===== src/rtl/seq_divider_if.sv =====
// Request/response bundle for the sequential divider: operands and control in,
// status and results out.
interface seq_divider_if #(
  parameter int DATA_W = 32
);
  logic              start;
  logic              signed_op;
  logic              flush;
  logic [DATA_W-1:0] dividend;
  logic [DATA_W-1:0] divisor;
  logic              busy;
  logic              done;
  logic [DATA_W-1:0] quot;
  logic [DATA_W-1:0] rem;
  logic              div_zero;

  modport master (
    output start, signed_op, flush, dividend, divisor,
    input  busy, done, quot, rem, div_zero
  );

  modport slave (
    input  start, signed_op, flush, dividend, divisor,
    output busy, done, quot, rem, div_zero
  );
endinterface


===== src/rtl/seq_divider.sv =====
// Multi-cycle restoring radix-2 divider (DIV/DIVU): one quotient bit per cycle,
// magnitudes divided unsigned, signs applied in a single fixup cycle.
module seq_divider #(
  parameter int DATA_W = 32
) (
  input  logic          clk_i,
  input  logic          rst_i,
  seq_divider_if.slave  div_if
);

  localparam int CNT_W = $clog2(DATA_W + 1);
  localparam logic [CNT_W-1:0] LAST_ITER = CNT_W'(DATA_W - 1);

  typedef enum logic [1:0] {S_IDLE, S_CALC, S_FIXUP, S_DONE} state_e;

  state_e            state_q, state_d;
  logic [CNT_W-1:0]  cnt_q;
  logic [DATA_W-1:0] rem_q, quot_q, dvs_q;
  logic              sgn_q, neg_dd_q, neg_dv_q;
  logic [DATA_W-1:0] quot_out_q, rem_out_q;
  logic              dz_out_q;
  logic              busy, done, accept;

  function automatic logic [DATA_W-1:0] mag(input logic s, input logic [DATA_W-1:0] v);
    return (s && v[DATA_W-1]) ? (~v + 1'b1) : v;
  endfunction

  // Shifted partial remainder needs DATA_W+1 bits; its MSB set means it already
  // exceeds any DATA_W-bit divisor, so the borrow alone is not enough.
  logic [DATA_W:0]   shifted, diff;
  logic              ge;
  assign shifted = {rem_q, quot_q[DATA_W-1]};
  assign diff    = shifted - {1'b0, dvs_q};
  assign ge      = shifted[DATA_W] | ~diff[DATA_W];

  logic [DATA_W-1:0] quot_fix, rem_fix;
  logic              dz;
  assign dz       = (dvs_q == '0);
  assign rem_fix  = (sgn_q && neg_dd_q) ? (~rem_q + 1'b1) : rem_q;
  assign quot_fix = dz ? '1 :
                    (sgn_q && (neg_dd_q ^ neg_dv_q)) ? (~quot_q + 1'b1) : quot_q;

  assign accept = (state_q == S_IDLE) && div_if.start && !div_if.flush;

  always_ff @(posedge clk_i) begin
    if (rst_i) state_q <= S_IDLE;
    else       state_q <= state_d;
  end

  always_comb begin
    state_d = state_q;
    case (state_q)
      S_IDLE:  if (accept) state_d = S_CALC;
      S_CALC:  if (div_if.flush) state_d = S_IDLE;
               else if (cnt_q == LAST_ITER) state_d = S_FIXUP;
      S_FIXUP: state_d = div_if.flush ? S_IDLE : S_DONE;
      S_DONE:  state_d = S_IDLE;
      default: state_d = S_IDLE;
    endcase
  end

  always_comb begin
    busy = (state_q != S_IDLE);
    done = (state_q == S_DONE);
  end

  always_ff @(posedge clk_i) begin
    if (rst_i) begin
      cnt_q      <= '0;
      rem_q      <= '0;
      quot_q     <= '0;
      dvs_q      <= '0;
      sgn_q      <= 1'b0;
      neg_dd_q   <= 1'b0;
      neg_dv_q   <= 1'b0;
      quot_out_q <= '0;
      rem_out_q  <= '0;
      dz_out_q   <= 1'b0;
    end else begin
      if (accept) begin
        cnt_q    <= '0;
        rem_q    <= '0;
        quot_q   <= mag(div_if.signed_op, div_if.dividend);
        dvs_q    <= mag(div_if.signed_op, div_if.divisor);
        sgn_q    <= div_if.signed_op;
        neg_dd_q <= div_if.dividend[DATA_W-1];
        neg_dv_q <= div_if.divisor[DATA_W-1];
      end
      if (state_q == S_CALC && !div_if.flush) begin
        cnt_q  <= cnt_q + 1'b1;
        rem_q  <= ge ? diff[DATA_W-1:0] : shifted[DATA_W-1:0];
        quot_q <= {quot_q[DATA_W-2:0], ge};
      end
      // A zero divisor leaves the dividend magnitude in rem_q; re-signing it
      // reproduces the dividend as sampled.
      if (state_q == S_FIXUP && !div_if.flush) begin
        quot_out_q <= quot_fix;
        rem_out_q  <= rem_fix;
        dz_out_q   <= dz;
      end
    end
  end

  assign div_if.busy     = busy;
  assign div_if.done     = done;
  assign div_if.quot     = quot_out_q;
  assign div_if.rem      = rem_out_q;
  assign div_if.div_zero = dz_out_q;

endmodule


===== src/flat_wrapper.sv =====
// flat-port wrapper written by rule: the top's interface ports become plain ports
module seq_divider_flat 
#(
  parameter int DATA_W = 32
)
  (clk_i, rst_i, div_if_start, div_if_signed_op, div_if_flush, div_if_dividend, div_if_divisor, div_if_busy, div_if_done, div_if_quot, div_if_rem, div_if_div_zero);
  seq_divider_if #(.DATA_W(DATA_W)) div_if_i ();
  input  logic clk_i;
  input  logic rst_i;
  input wire logic [$bits(div_if_i.start)-1:0] div_if_start;
  input wire logic [$bits(div_if_i.signed_op)-1:0] div_if_signed_op;
  input wire logic [$bits(div_if_i.flush)-1:0] div_if_flush;
  input wire logic [$bits(div_if_i.dividend)-1:0] div_if_dividend;
  input wire logic [$bits(div_if_i.divisor)-1:0] div_if_divisor;
  output wire logic [$bits(div_if_i.busy)-1:0] div_if_busy;
  output wire logic [$bits(div_if_i.done)-1:0] div_if_done;
  output wire logic [$bits(div_if_i.quot)-1:0] div_if_quot;
  output wire logic [$bits(div_if_i.rem)-1:0] div_if_rem;
  output wire logic [$bits(div_if_i.div_zero)-1:0] div_if_div_zero;
  assign div_if_i.start = div_if_start;
  assign div_if_i.signed_op = div_if_signed_op;
  assign div_if_i.flush = div_if_flush;
  assign div_if_i.dividend = div_if_dividend;
  assign div_if_i.divisor = div_if_divisor;
  assign div_if_busy = div_if_i.busy;
  assign div_if_done = div_if_i.done;
  assign div_if_quot = div_if_i.quot;
  assign div_if_rem = div_if_i.rem;
  assign div_if_div_zero = div_if_i.div_zero;
  seq_divider #(.DATA_W(DATA_W)) u_core (.clk_i(clk_i), .rst_i(rst_i), .div_if(div_if_i));
endmodule

===== config.mk =====
export PLATFORM = sky130hd
export DESIGN_NAME = seq_divider_flat
export DESIGN_NICKNAME = d
export VERILOG_FILES = /design/src/rtl/seq_divider_if.sv /design/src/rtl/seq_divider.sv /design/src/flat_wrapper.sv
export SDC_FILE = /design/constraint.sdc
export NUM_CORES = 1
export LEC_CHECK = 0
export CAP_MARGIN = 20
export CORE_MARGIN = 1.5
export CORE_UTILIZATION = 30
export CTS_CLUSTER_SIZE = 28
export DETAILED_ROUTE_END_ITERATION = 7
export DONT_BUFFER_PORTS = 1
export PLACE_DENSITY = 0.53
export SYNTH_ARGS = -nofsm -noshare
export SYNTH_HDL_FRONTEND = slang
export SYNTH_SLANG_ARGS = --single-unit

===== constraint.sdc =====
create_clock -name clk_i -period 2.9 [get_ports clk_i]
set_clock_uncertainty 0.05 [all_clocks]
set_input_delay 0.435 -clock clk_i [delete_from_list [all_inputs] [get_ports clk_i]]
set_output_delay 0.435 -clock clk_i [all_outputs]
set_load 0.1 [all_outputs]

==> results of run 1 <==
final cells by class:
type / instances / area, sq um
clock buffer: 23 / 488
clock inverter: 8 / 109
fill: 3641 / 21900
inverter: 47 / 176
multi-input combinational: 1026 / 6600
sequential: 172 / 3450
tap: 455 / 569
timing repair buffer: 136 / 1060
kinds of logic after synthesis:
family                     after synthesis
xor gates and xnor gates               138
and+or+nand+nor                        422
DFF                                    172
muxes                                   11
adders and majority gates               38
buffers and inverters                  122
AOI/OAI and AO/OA                      417
worst max-delay path by stage:
stage / end / slack [ns] / cells past startpoint
3_3_place_gp: u_core.quot_q[0] / 0.05 / 13
5_1_grt: u_core.rem_q[29] / 0.008 / 12
2_1_floorplan: u_core.rem_q[29] / 0.18 / 11
4_1_cts: u_core.quot_q[0] / 0.02 / 13
3_5_place_dp: u_core.rem_q[9] / 0.03 / 12
6_report: u_core.rem_q[29] / 0.16 / 11
worst max-delay path: stages (launching register included):
cell,delay [ns]
dfxtp_1,0.43
ha_4,0.24
and2_4,0.14
a221o_1,0.33
a221o_1,0.36
a221oi_2,0.24
buf_4,0.17
a21oi_4,0.07
a311oi_2,0.27
xnor2_1,0.10
mux2i_1,0.14
o21ai_1,0.07
synth_stat cells, types with 5 or more instances:
cell,instances,share of area
a211oi_1,85,0.061
a21o_1,15,0.011
a21oi_1,115,0.055
a22oi_1,31,0.022
a311oi_1,12,0.010
a31oi_1,8,0.0048
a32oi_1,8,0.0067
and2_1,12,0.0072
and3_1,8,0.0048
buf_2,5,0.0024
clkbuf_1,65,0.023
dfxtp_1,172,0.33
ha_1,37,0.044
inv_1,47,0.017
mux2i_1,10,0.0096
nand2_1,109,0.039
nand2b_1,20,0.012
nand3_1,12,0.0058
nor2_1,168,0.061
nor2b_1,5,0.0030
nor3_1,21,0.010
nor4_1,22,0.013
o21ai_0,74,0.036
o31ai_1,26,0.019
o41ai_1,10,0.0084
or3_1,14,0.0084
or4_1,6,0.0043
xnor2_1,58,0.049
xor2_1,80,0.067
routing by layer:
layer  track usage  vias to the layer above  share of wire
met3        0.0363                       21          0.047
li1              -                     4941              -
met5             0                        -              0
met2         0.229                      172           0.38
met1         0.271                     4321           0.56
met4        0.0446                        0          0.011
stage by stage:
stage	instances	instance area, sq um	hold WS, ns	total power [mW]	utilization
after floorplan	1320	10400	0.398	3.37	-
after global placement	1831	11700	0.424	3.61	0.341
after detailed placement	1831	11700	0.438	3.61	0.341
after CTS	1862	12300	0.0195	5.99	0.358
after global routing	1867	12400	0.00889	6.23	0.362
final	1867	12400	0.0372	5.96	0.362
registers in the layout, indices dropped and copies added, names as in the netlist:
signal                  flops
u_core.cnt_q                6
u_core.quot_q              32
u_core.dvs_q               32
u_core.neg_dd_q             1
u_core.div_if.rem          32
u_core.neg_dv_q             1
u_core.div_if.div_zero      1
u_core.sgn_q                1
u_core.div_if.quot         32
u_core.state_q              2
u_core.rem_q               32
repair_timing:
action	4_1_cts	5_1_grt
endpoints found under the hold margin	0	0
endpoints found under the setup margin	0	33
buffers inserted	0	5
gates resized for setup	0	24
report_power, final:
group          internal, mW  leakage, nW  total (mW)  switching (mW)
clock network          1.36        0.282        2.37            1.01
logic                 0.410         2.90        1.04           0.627
registers              2.44         1.40        2.55           0.104
==> impl_results.md, run 1 <==
- RSZ-0062 raised after global routing: no
- Final setup viols: 0
- Worst-case clock buffer depth: 2
- Effective utilization at floorplan: 0.303
- Reg2Reg Depth: 11
- Pre-antenna DRT Iters: 5
- Max-cap violations: 0
- Startpoint Class: flip-flop
- Final worst slack: about 0.16 ns
- Nets: around 1500
- Syn avg cell area: a little under 8 sq um
- Outcome: finished, final reports clean
- Core area: around 34000 sq um
- # diodes: 0
- Register bit total from synthesis: ~170
- Sequential area share after synthesis: 0.331
- Die height: 189 um
- Cts bufs inserted: 17
- Commonest non-fill, non-tap cell in the layout: dfxtp_1
- Global-route wire length before repair: 49.1 mm
- Port bufs: 0
- Clock transition at path regs: ~0.06 ns
- Power Dens Cells: 479 nW/um^2
- Hold Path End: u_core.div_if.quot[27]
- Mapped cell area: ~10000 sq um
- Post-synth EDFFs: 0
- Reg-to-reg slack, setup: ~0.16 ns
- Max IR drop VDD: about 0.00042 V
- Residual DRC: 0
- Most frequent cells in the layout: dfxtp_1, nor2_1, buf_4
- Congestion Overflow GR: 0
- HP Class: input port to flip-flop
- Synth Area in Compound Gates: 0.263
- Asr flop ratio synth: 0
- Hold path cells: 1
- Top_reg_cell synth: dfxtp_1
- Synth Area in XOR/XNOR: 0.116
- Setup TNS: 0 ns
- Number of global-route vias before repair: a little under 9000
- Crit path DAT: ~3.0 ns
- Routed wire length: about 31 mm
- Mux cell area share after synthesis: 0.0107
- Vias per cell: a little over 5
- Crit-path max FO: 4
- Post-route ant nets: 0
- Die ar.: between 30000 and 40000 sq um
- CP startpoint: u_core.rem_q[7]
- Main combinational cell family by area after synthesis: compound AO/OA/AOI/OAI gates
- Endpoints failing hold: 0
- Iteration-0 DRC Markers: 719
- Worst Tran Pin Value: approximately 1.0 ns
- Slew Limit Headroom: 0.306
- Tot GR Track Use: 0.172
- I/O Pins: roughly 140
- Library cells used by synthesis: 66
- Mapped Cells: 1320
- Min Clock Period, post-route: around 2.7 ns
- # rows: 68
- Min-delay src: rst_i
- CP Class: flip-flop to flip-flop
- Area growth from synthesis to layout: 19.5%
- P_leak: 4.58 nW
- Cts hold-fix bufs: 0
- Worst skew pair latency: around 0.45 ns
- H-tree depth: 4
- Post-synthesis simple-gate area fraction: 0.188
- CP Capture Type: flip-flop
- CTS Sinks: approximately 170
- Routability cong.: a little over 0.9
- Period Utilization, post-route: 0.943
- Worst EP required: 3.17 ns
- Reg2reg start: u_core.rem_q[7]
- Routed len/inst: ~17 um
- Slew Viols, Final: 0
- Die X: 189 um
- Initial antenna violation count: 0
- Syn. warnings: 0
- Reg2reg end: u_core.rem_q[29]
- Ratio of cells with drive above 1 in the final layout: 0.142
- Via count: about 9500
- Fmax: between 300 and 400 MHz
- Pre-CTS WS: around 0.030 ns
- Largest net degree at the start of global routing: 144
- CTS tree: done
- Clk root buf: clkbuf_16
- Post-Synth Adder-Cell Area: 0.0464
- Syn_nets: about 1400
- Hpwl dp: about 23 mm
Power figures use the tool's default switching activity.
==> inputs of run 2 (changes only) <==
--- a/config.mk
+++ b/config.mk
@@ -5,6 +5,7 @@
 export SDC_FILE = /design/constraint.sdc
 export NUM_CORES = 1
 export LEC_CHECK = 0
+export ABC_AREA = 1
 export CAP_MARGIN = 20
 export CORE_MARGIN = 1.5
 export CORE_UTILIZATION = 30
==> run 2 against run 1 <==
Net effect:
- critical path depth is 5 higher
- clock power is 3% lower
- cell count is 46% higher
- flip-flop and latch count stayed put
- register-to-register slack better by 0.07 ns
- global-route usage is 3.5 points higher
- design area is 15% higher
- sequential share of layout area is 3.7 points lower
==> impl_results.md, run 2 <==
- Outcome: finished, final reports clean
- Sequential area share after synthesis: 0.266 (-0.0643)
- Tot GR Track Use: 0.207 (+0.0352)
- Vias per cell: 4.95 (-2.2%)
- Top_reg_cell synth: dfxtp_1
- Post-route ant nets: 0 (unchanged)
- Area share of the largest cell type after synthesis: 0.266 (-0.0643)
- Via count: 13512 (+43%)
- Nets: 2284 (+52%)
- Crit-path max FO: 33 (+29)
- Post-CTS setup repair buffer count: 0 (unchanged)
- H-tree depth: 4 (unchanged)
- Startpoint Class: flip-flop
- Syn. warnings: 0 (unchanged)
- P_leak: 6.99 nW (+53%)
- Worst skew pair latency: 0.44 ns (about the same)
- Routed wire length: 45.3 mm (+46%)
- # rows: 75 (+10%)
- Library cells used by synthesis: 51 (-23%)
- Number of global-route vias before repair: 12931 (+48%)
- Largest net degree at the start of global routing: 82 (-43%)
- Worst-case clock buffer depth: 2 (unchanged)
- Die height: 211 um (+11%)
- Slew Viols, Final: 0 (unchanged)
- CP Capture Type: flip-flop
- Area growth from synthesis to layout: 10.9%
- Worst EP required: 3.21 ns (+0.04 ns)
- Sw Ratio: 0.349 (+0.0572)
- Hpwl dp: 35.9 mm (+53%)
- Post-synth top area cell: dfxtp_1
- Mapped Cells: 2171 (+64%)
- Fmax: 375 MHz (+2.7%)
- Max-cap violations: 0 (unchanged)
- Post-synth EDFFs: 0 (unchanged)
- Internal: 4.10 mW (-2.8%)
- DP Area: 13800 sq um (+17%)
- Die ar.: 44400 sq um (+24%)
- Pre-antenna DRT Iters: 6 (+1)
- Iteration-0 DRC Markers: 1039 (+45%)
- Fin area: 14300 sq um (+15%)
- Initial antenna violation count: 0 (unchanged)
- Die X: 211 um (+11%)
- Period Utilization, post-route: 0.918 (-0.0248)
- Clock power frac: 0.363 (-0.035)
- Clock transition at path regs: 0.07 ns (about the same)
- Max IR drop VDD: 0.000312 V (-25%)
- Cts hold-fix bufs: 0 (unchanged)
- Port bufs: 0 (unchanged)
- Effective utilization at floorplan: 0.306 (+0.00316)
- Endpoints failing hold: 0 (unchanged)
- Asr flop ratio synth: 0 (unchanged)
- Register bit total from synthesis: 172 (unchanged)
- Sequential power share: 0.407 (-0.021)
- PostCTS Resize Cnt: 0 (unchanged)
- Core area: 42200 sq um (+23%)
- Worst Tran Pin Value: 1.03 ns (-0.00979 ns)
- Slew Limit Headroom: 0.313 (+0.00653)
- Sw Pwr: 2.20 mW (+26%)
- Mapped cell area: 12900 sq um (+24%)
- Power Dens Cells: 439 nW/um^2 (-8.2%)
- Ratio of cells with drive above 1 in the final layout: 0.0680 (-0.0736)
- CTS Sinks: 172 (unchanged)
- Syn_nets: 2278 (+60%)
- Top cells by count, synth: nand2_1, inv_1, nand3_1, nor2_1, dfxtp_1
- # diodes: 0 (unchanged)
- HP Class: input port to flip-flop
- Routability cong.: 0.929 (+1.3%)
- CTS tree: done
- Congestion Overflow GR: 0 (unchanged)
- Fillers: 4777 (+31%)
- Syn avg cell area: 5.96 sq um (-25%)
- Routed len/inst: 16.6 um (about the same)
- Final setup viols: 0 (unchanged)
- Comb pwr share: 0.230 (+0.056)
- Cts bufs inserted: 17 (unchanged)
- Setup TNS: 0 ns (unchanged)
- Clk root buf: clkbuf_16
- Most instantiated library cell after synthesis: nand2_1
- Commonest non-fill, non-tap cell in the layout: nand2_1
- Global-route wire length before repair: 71.9 mm (+46%)
- Hold_ws: 0.0902 ns (+0.0530 ns)
- RSZ-0062 raised after global routing: no
- I/O Pins: 136 (unchanged)
- Most frequent cells in the layout: nand2_1, inv_1, nand3_1
- Largest cells by area after synthesis: dfxtp_1, nand2_1, inv_1
- Residual DRC: 0 (unchanged)
- Crit path DAT: 2.97 ns (-0.03 ns)
- Min Clock Period, post-route: 2.66 ns (-0.0718 ns)
- CP Class: flip-flop to flip-flop
[run 2: cell types whose count changed in the layout (fill, tap and decap cells not counted), moves of 49 or more]
cell      change
nand2_1     +504
inv_1       +310
nand3_1     +168
a211oi_1     -83
buf_4        -71
o21ai_0      +49
[run 2: cell type report]
class                           count  area [sq um]  share of cell area
Clock buffer                       20           447              0.0312
Clock inverter                     12           113             0.00786
Inverter                          367          1380              0.0961
Multi-Input combinational cell   1558          7810               0.545
Sequential cell                   172          3440               0.240
Tap cell                          539           674              0.0471
Timing Repair Buffer               61           470              0.0328
[run 2: critical path, stage by stage, from the launching register on]
cell	delay, ns
dfxtp_1	0.36
inv_1	0.07
ha_1	0.26
fa_1	0.43
inv_1	0.12
nand2_1	0.06
nand2_1	0.11
nand3_1	0.09
nand2_2	0.12
nand2_2	0.08
nand2_4	0.07
nand3_4	0.09
nand2_8	0.22
nand2_8	0.16
nand2_1	0.10
nand2_1	0.05
a21oi_1	0.14
[run 2: per-stage QoR]
step	setup WS, ns	util	total power, mW	cells
after floorplan	0.651	-	3.67	2171
after global placement	0.327	0.326	4.04	2697
after detailed placement	0.249	0.326	4.04	2697
after CTS	0.245	0.339	6.34	2729
after global routing	0.0608	0.339	6.62	2729
final	0.237	0.339	6.30	2729
[run 2: final timing paths]
check,from,endpoint,slack [ns],cells past startpoint
max reg2reg,u_core.quot_q[31],u_core.rem_q[17],0.24,16
min,rst_i,u_core.rem_q[22],0.09,1
max,u_core.quot_q[31],u_core.rem_q[17],0.24,16
min reg2reg,u_core.cnt_q[1],u_core.cnt_q[1],0.44,2
[run 2: metal layers]
layer | global-route usage | wire length (um) | up-vias
met5 | 0 | 0 | -
met4 | 0.0601 | 1040 | 0
met3 | 0.0371 | 2650 | 47
met2 | 0.332 | 20300 | 359
met1 | 0.283 | 21300 | 6157
li1 | - | - | 6949
[run 2: cell families after synthesis]
group	synth area share
flops	0.266
compound gates	0.160
xor+xnor	0.0420
fa+ha+maj	0.0374
simple gates	0.362
buf+inv	0.132
[run 2: power groups by stage]
stage	Clock (mW)	Sequential, mW	Combinational (mW)
after global placement	0	2.61	1.43
final	2.29	2.56	1.45
after detailed placement	0	2.61	1.43
after global routing	2.42	2.57	1.63
after floorplan	0	2.61	1.06
after CTS	2.34	2.56	1.44
==> inputs of run 3 (changes only) <==
--- a/config.mk
+++ b/config.mk
@@ -13,6 +13,7 @@
 export DETAILED_ROUTE_END_ITERATION = 7
 export DONT_BUFFER_PORTS = 1
 export PLACE_DENSITY = 0.53
+export REMOVE_ABC_BUFFERS = 1
 export SYNTH_ARGS = -nofsm -noshare
 export SYNTH_HDL_FRONTEND = slang
 export SYNTH_SLANG_ARGS = --single-unit
==> run 3 against run 2 <==
Net effect:
- via count is 1.0% higher
- register-to-register slack better by 0.05 ns
- flip-flop and latch count stayed put
- cell count is 0.22% higher
- fmax is 1.9% higher
- critical path type unchanged
- largest cell class unchanged
==> impl_results.md, run 3 (synthesis results as in run 2) <==
- Worst Tran Pin Value: 1.04 ns (+0.0148 ns)
- Min Clock Period, post-route: 2.61 ns (-0.0487 ns)
- Pre-CTS WS: 0.264 ns (+0.0151 ns)
- Die height: 211 um (unchanged)
- # diodes: 0 (unchanged)
- Core area: 42200 sq um (unchanged)
- Dpl cells: 2703 (+0.22%)
- CP Class: flip-flop to flip-flop
- Final setup viols: 0 (unchanged)
- Congestion Overflow GR: 0 (unchanged)
- Largest net degree at the start of global routing: 95 (+16%)
- Worst skew pair latency: 0.46 ns (+0.02 ns)
- Reg2reg start: u_core.quot_q[31]
- Crit path DAT: 2.92 ns (-0.05 ns)
- Post-route ant nets: 0 (unchanged)
- Min-delay src: rst_i
- Hold Path End: u_core.sgn_q
- Fin util: 0.341 (+0.00175)
- Startpoint Class: flip-flop
- Iteration-0 DRC Markers: 1066 (+2.6%)
- Fmax: 382 MHz (+1.9%)
- Power Dens Cells: 443 nW/um^2 (+0.80%)
- H-tree depth: 4 (unchanged)
- Routed len/inst: 16.7 um (+0.48%)
- Setup TNS: 0 ns (unchanged)
- Reg2Reg Depth: 16 (unchanged)
- Sequential power share: 0.400 (-0.007)
- Routability cong.: 0.909 (-2.1%)
- Max-cap violations: 0 (unchanged)
- Outcome: finished, final reports clean
- Die X: 211 um (unchanged)
- CTS tree: done
- Tot GR Track Use: 0.206 (-0.00129)
- Sw Pwr: 2.32 mW (+5.3%)
- Worst-case clock buffer depth: 2 (unchanged)
- Period Utilization, post-route: 0.902 (-0.0168)
- Reg2reg end: u_core.rem_q[22]
- Effective utilization at floorplan: 0.306 (unchanged)
- DP Area: 13800 sq um (+0.36%)
- Slew Viols, Final: 0 (unchanged)
- Design Power: 6.38 mW (+1.3%)
- Global-route wire length before repair: 71.6 mm (-0.43%)
- HP Class: input port to flip-flop
- I/O Pins: 136 (unchanged)
- Residual DRC: 0 (unchanged)
- Area growth from synthesis to layout: 11.4%
- Comb pwr share: 0.232 (+0.002)
- Hpwl dp: 35.8 mm (-0.19%)
- Ratio of cells with drive above 1 in the final layout: 0.0715 (+0.00346)
- Via count: 13650 (+1.0%)
- Sw Ratio: 0.363 (+0.0138)
- Initial antenna violation count: 0 (unchanged)
- Nets: 2290 (+0.26%)
- Port bufs: 0 (unchanged)
- CP Capture Type: flip-flop
- CP startpoint: u_core.quot_q[31]
- RSZ-0062 raised after global routing: no
- Clock transition at path regs: 0.08 ns (about the same)
- # rows: 75 (unchanged)
- Fin area: 14400 sq um (+0.51%)
- Worst EP required: 3.20 ns (about the same)
- Commonest non-fill, non-tap cell in the layout: nand2_1
- Post-CTS setup repair buffer count: 0 (unchanged)
- Pre-antenna DRT Iters: 5 (-1)
- Hold path cells: 1 (unchanged)
- CTS Sinks: 172 (unchanged)
- Clk root buf: clkbuf_16
- Cts hold-fix bufs: 0 (unchanged)
- Fin cells: 2735 (+0.22%)
- Cts bufs inserted: 17 (unchanged)
- Die ar.: 44400 sq um (unchanged)
- Slew Limit Headroom: 0.303 (-0.00991)
- Routed wire length: 45.6 mm (+0.70%)
- Max IR drop VDD: 0.000347 V (+11%)
- Endpoints failing hold: 0 (unchanged)
- P_leak: 7.03 nW (+0.55%)
- PostCTS Resize Cnt: 0 (unchanged)
- Final worst slack: 0.286 ns (+0.0487 ns)
- Number of global-route vias before repair: 12697 (-1.8%)
- Reg-to-reg slack, setup: 0.29 ns (+0.05 ns)
- Internal: 4.06 mW (-0.83%)
- Crit-path max FO: 27 (-18%)
- Hold_ws: 0.0680 ns (-0.0223 ns)
- Vias per cell: 4.99 (+0.80%)
- Most frequent cells in the layout: nand2_1, inv_1, nand3_1
- Clock power frac: 0.368 (+0.005)
[run 3: changes by cell type in the layout (fill, tap and decap cells not counted)]
| cell | previous run | this run |
|---|---|---|
| inv_1 | 357 | 356 |
| clkbuf_1 | 2 | 1 |
| clkinvlp_4 | 4 | 1 |
| clkinv_8 | 0 | 2 |
| inv_8 | 1 | 5 |
| clkinv_4 | 0 | 2 |
| buf_4 | 60 | 66 |
| bufinv_16 | 1 | 0 |
| nand3_1 | 180 | 179 |
| clkinv_2 | 3 | 0 |
| nand3_2 | 0 | 1 |
| clkinv_1 | 3 | 4 |
[run 3: critical path, stage by stage (launching register included)]
cell     delay [ns]
dfxtp_1        0.35
inv_1          0.12
ha_1           0.25
fa_1           0.42
inv_1          0.12
nand2_1        0.06
nand2_1        0.10
nand3_1        0.09
nand2_2        0.12
nand2_2        0.08
nand2_4        0.07
nand3_4        0.09
nand2_8        0.20
buf_4          0.19
nand3_1        0.07
nand2_1        0.09
a21oi_2        0.05
[run 3: power groups by stage]
stage          Clock, mW  Combinational [mW]  Sequential (mW)
5_1_grt             2.48                1.66             2.57
4_1_cts             2.39                1.47             2.55
3_3_place_gp           0                1.46             2.61
2_1_floorplan          0                1.02             2.61
6_report            2.35                1.48             2.55
3_5_place_dp           0                1.46             2.61
[run 3: metal layers]
| metal | share of wire | track usage | vias to the layer above |
|---|---|---|---|
| met2 | 0.46 | 0.345 | 353 |
| met3 | 0.047 | 0.0259 | 56 |
| met4 | 0.022 | 0.0643 | 0 |
| met5 | 0 | 0 | - |
| met1 | 0.47 | 0.274 | 6249 |
| li1 | - | - | 6992 |
[run 3: area by class of cell]
cell class	count	area [sq um]
inverters	367	1380
flip-flops and latches	172	3440
fillers	4741	27800
clock buffers	19	443
repair buffers	67	515
clock inverters	13	140
multi-input cells	1558	7810
well taps	539	674
[run 3: how the worst max path moves through the flow]
stage	slack [ns]	end	cells past startpoint
after detailed placement	0.26	u_core.rem_q[29]	16
final	0.29	u_core.rem_q[22]	16
after CTS	0.23	u_core.rem_q[30]	16
after global routing	0.05	u_core.rem_q[30]	16
after floorplan	-3.63	u_core.div_if.quot[26]	6
after global placement	0.35	u_core.rem_q[18]	13
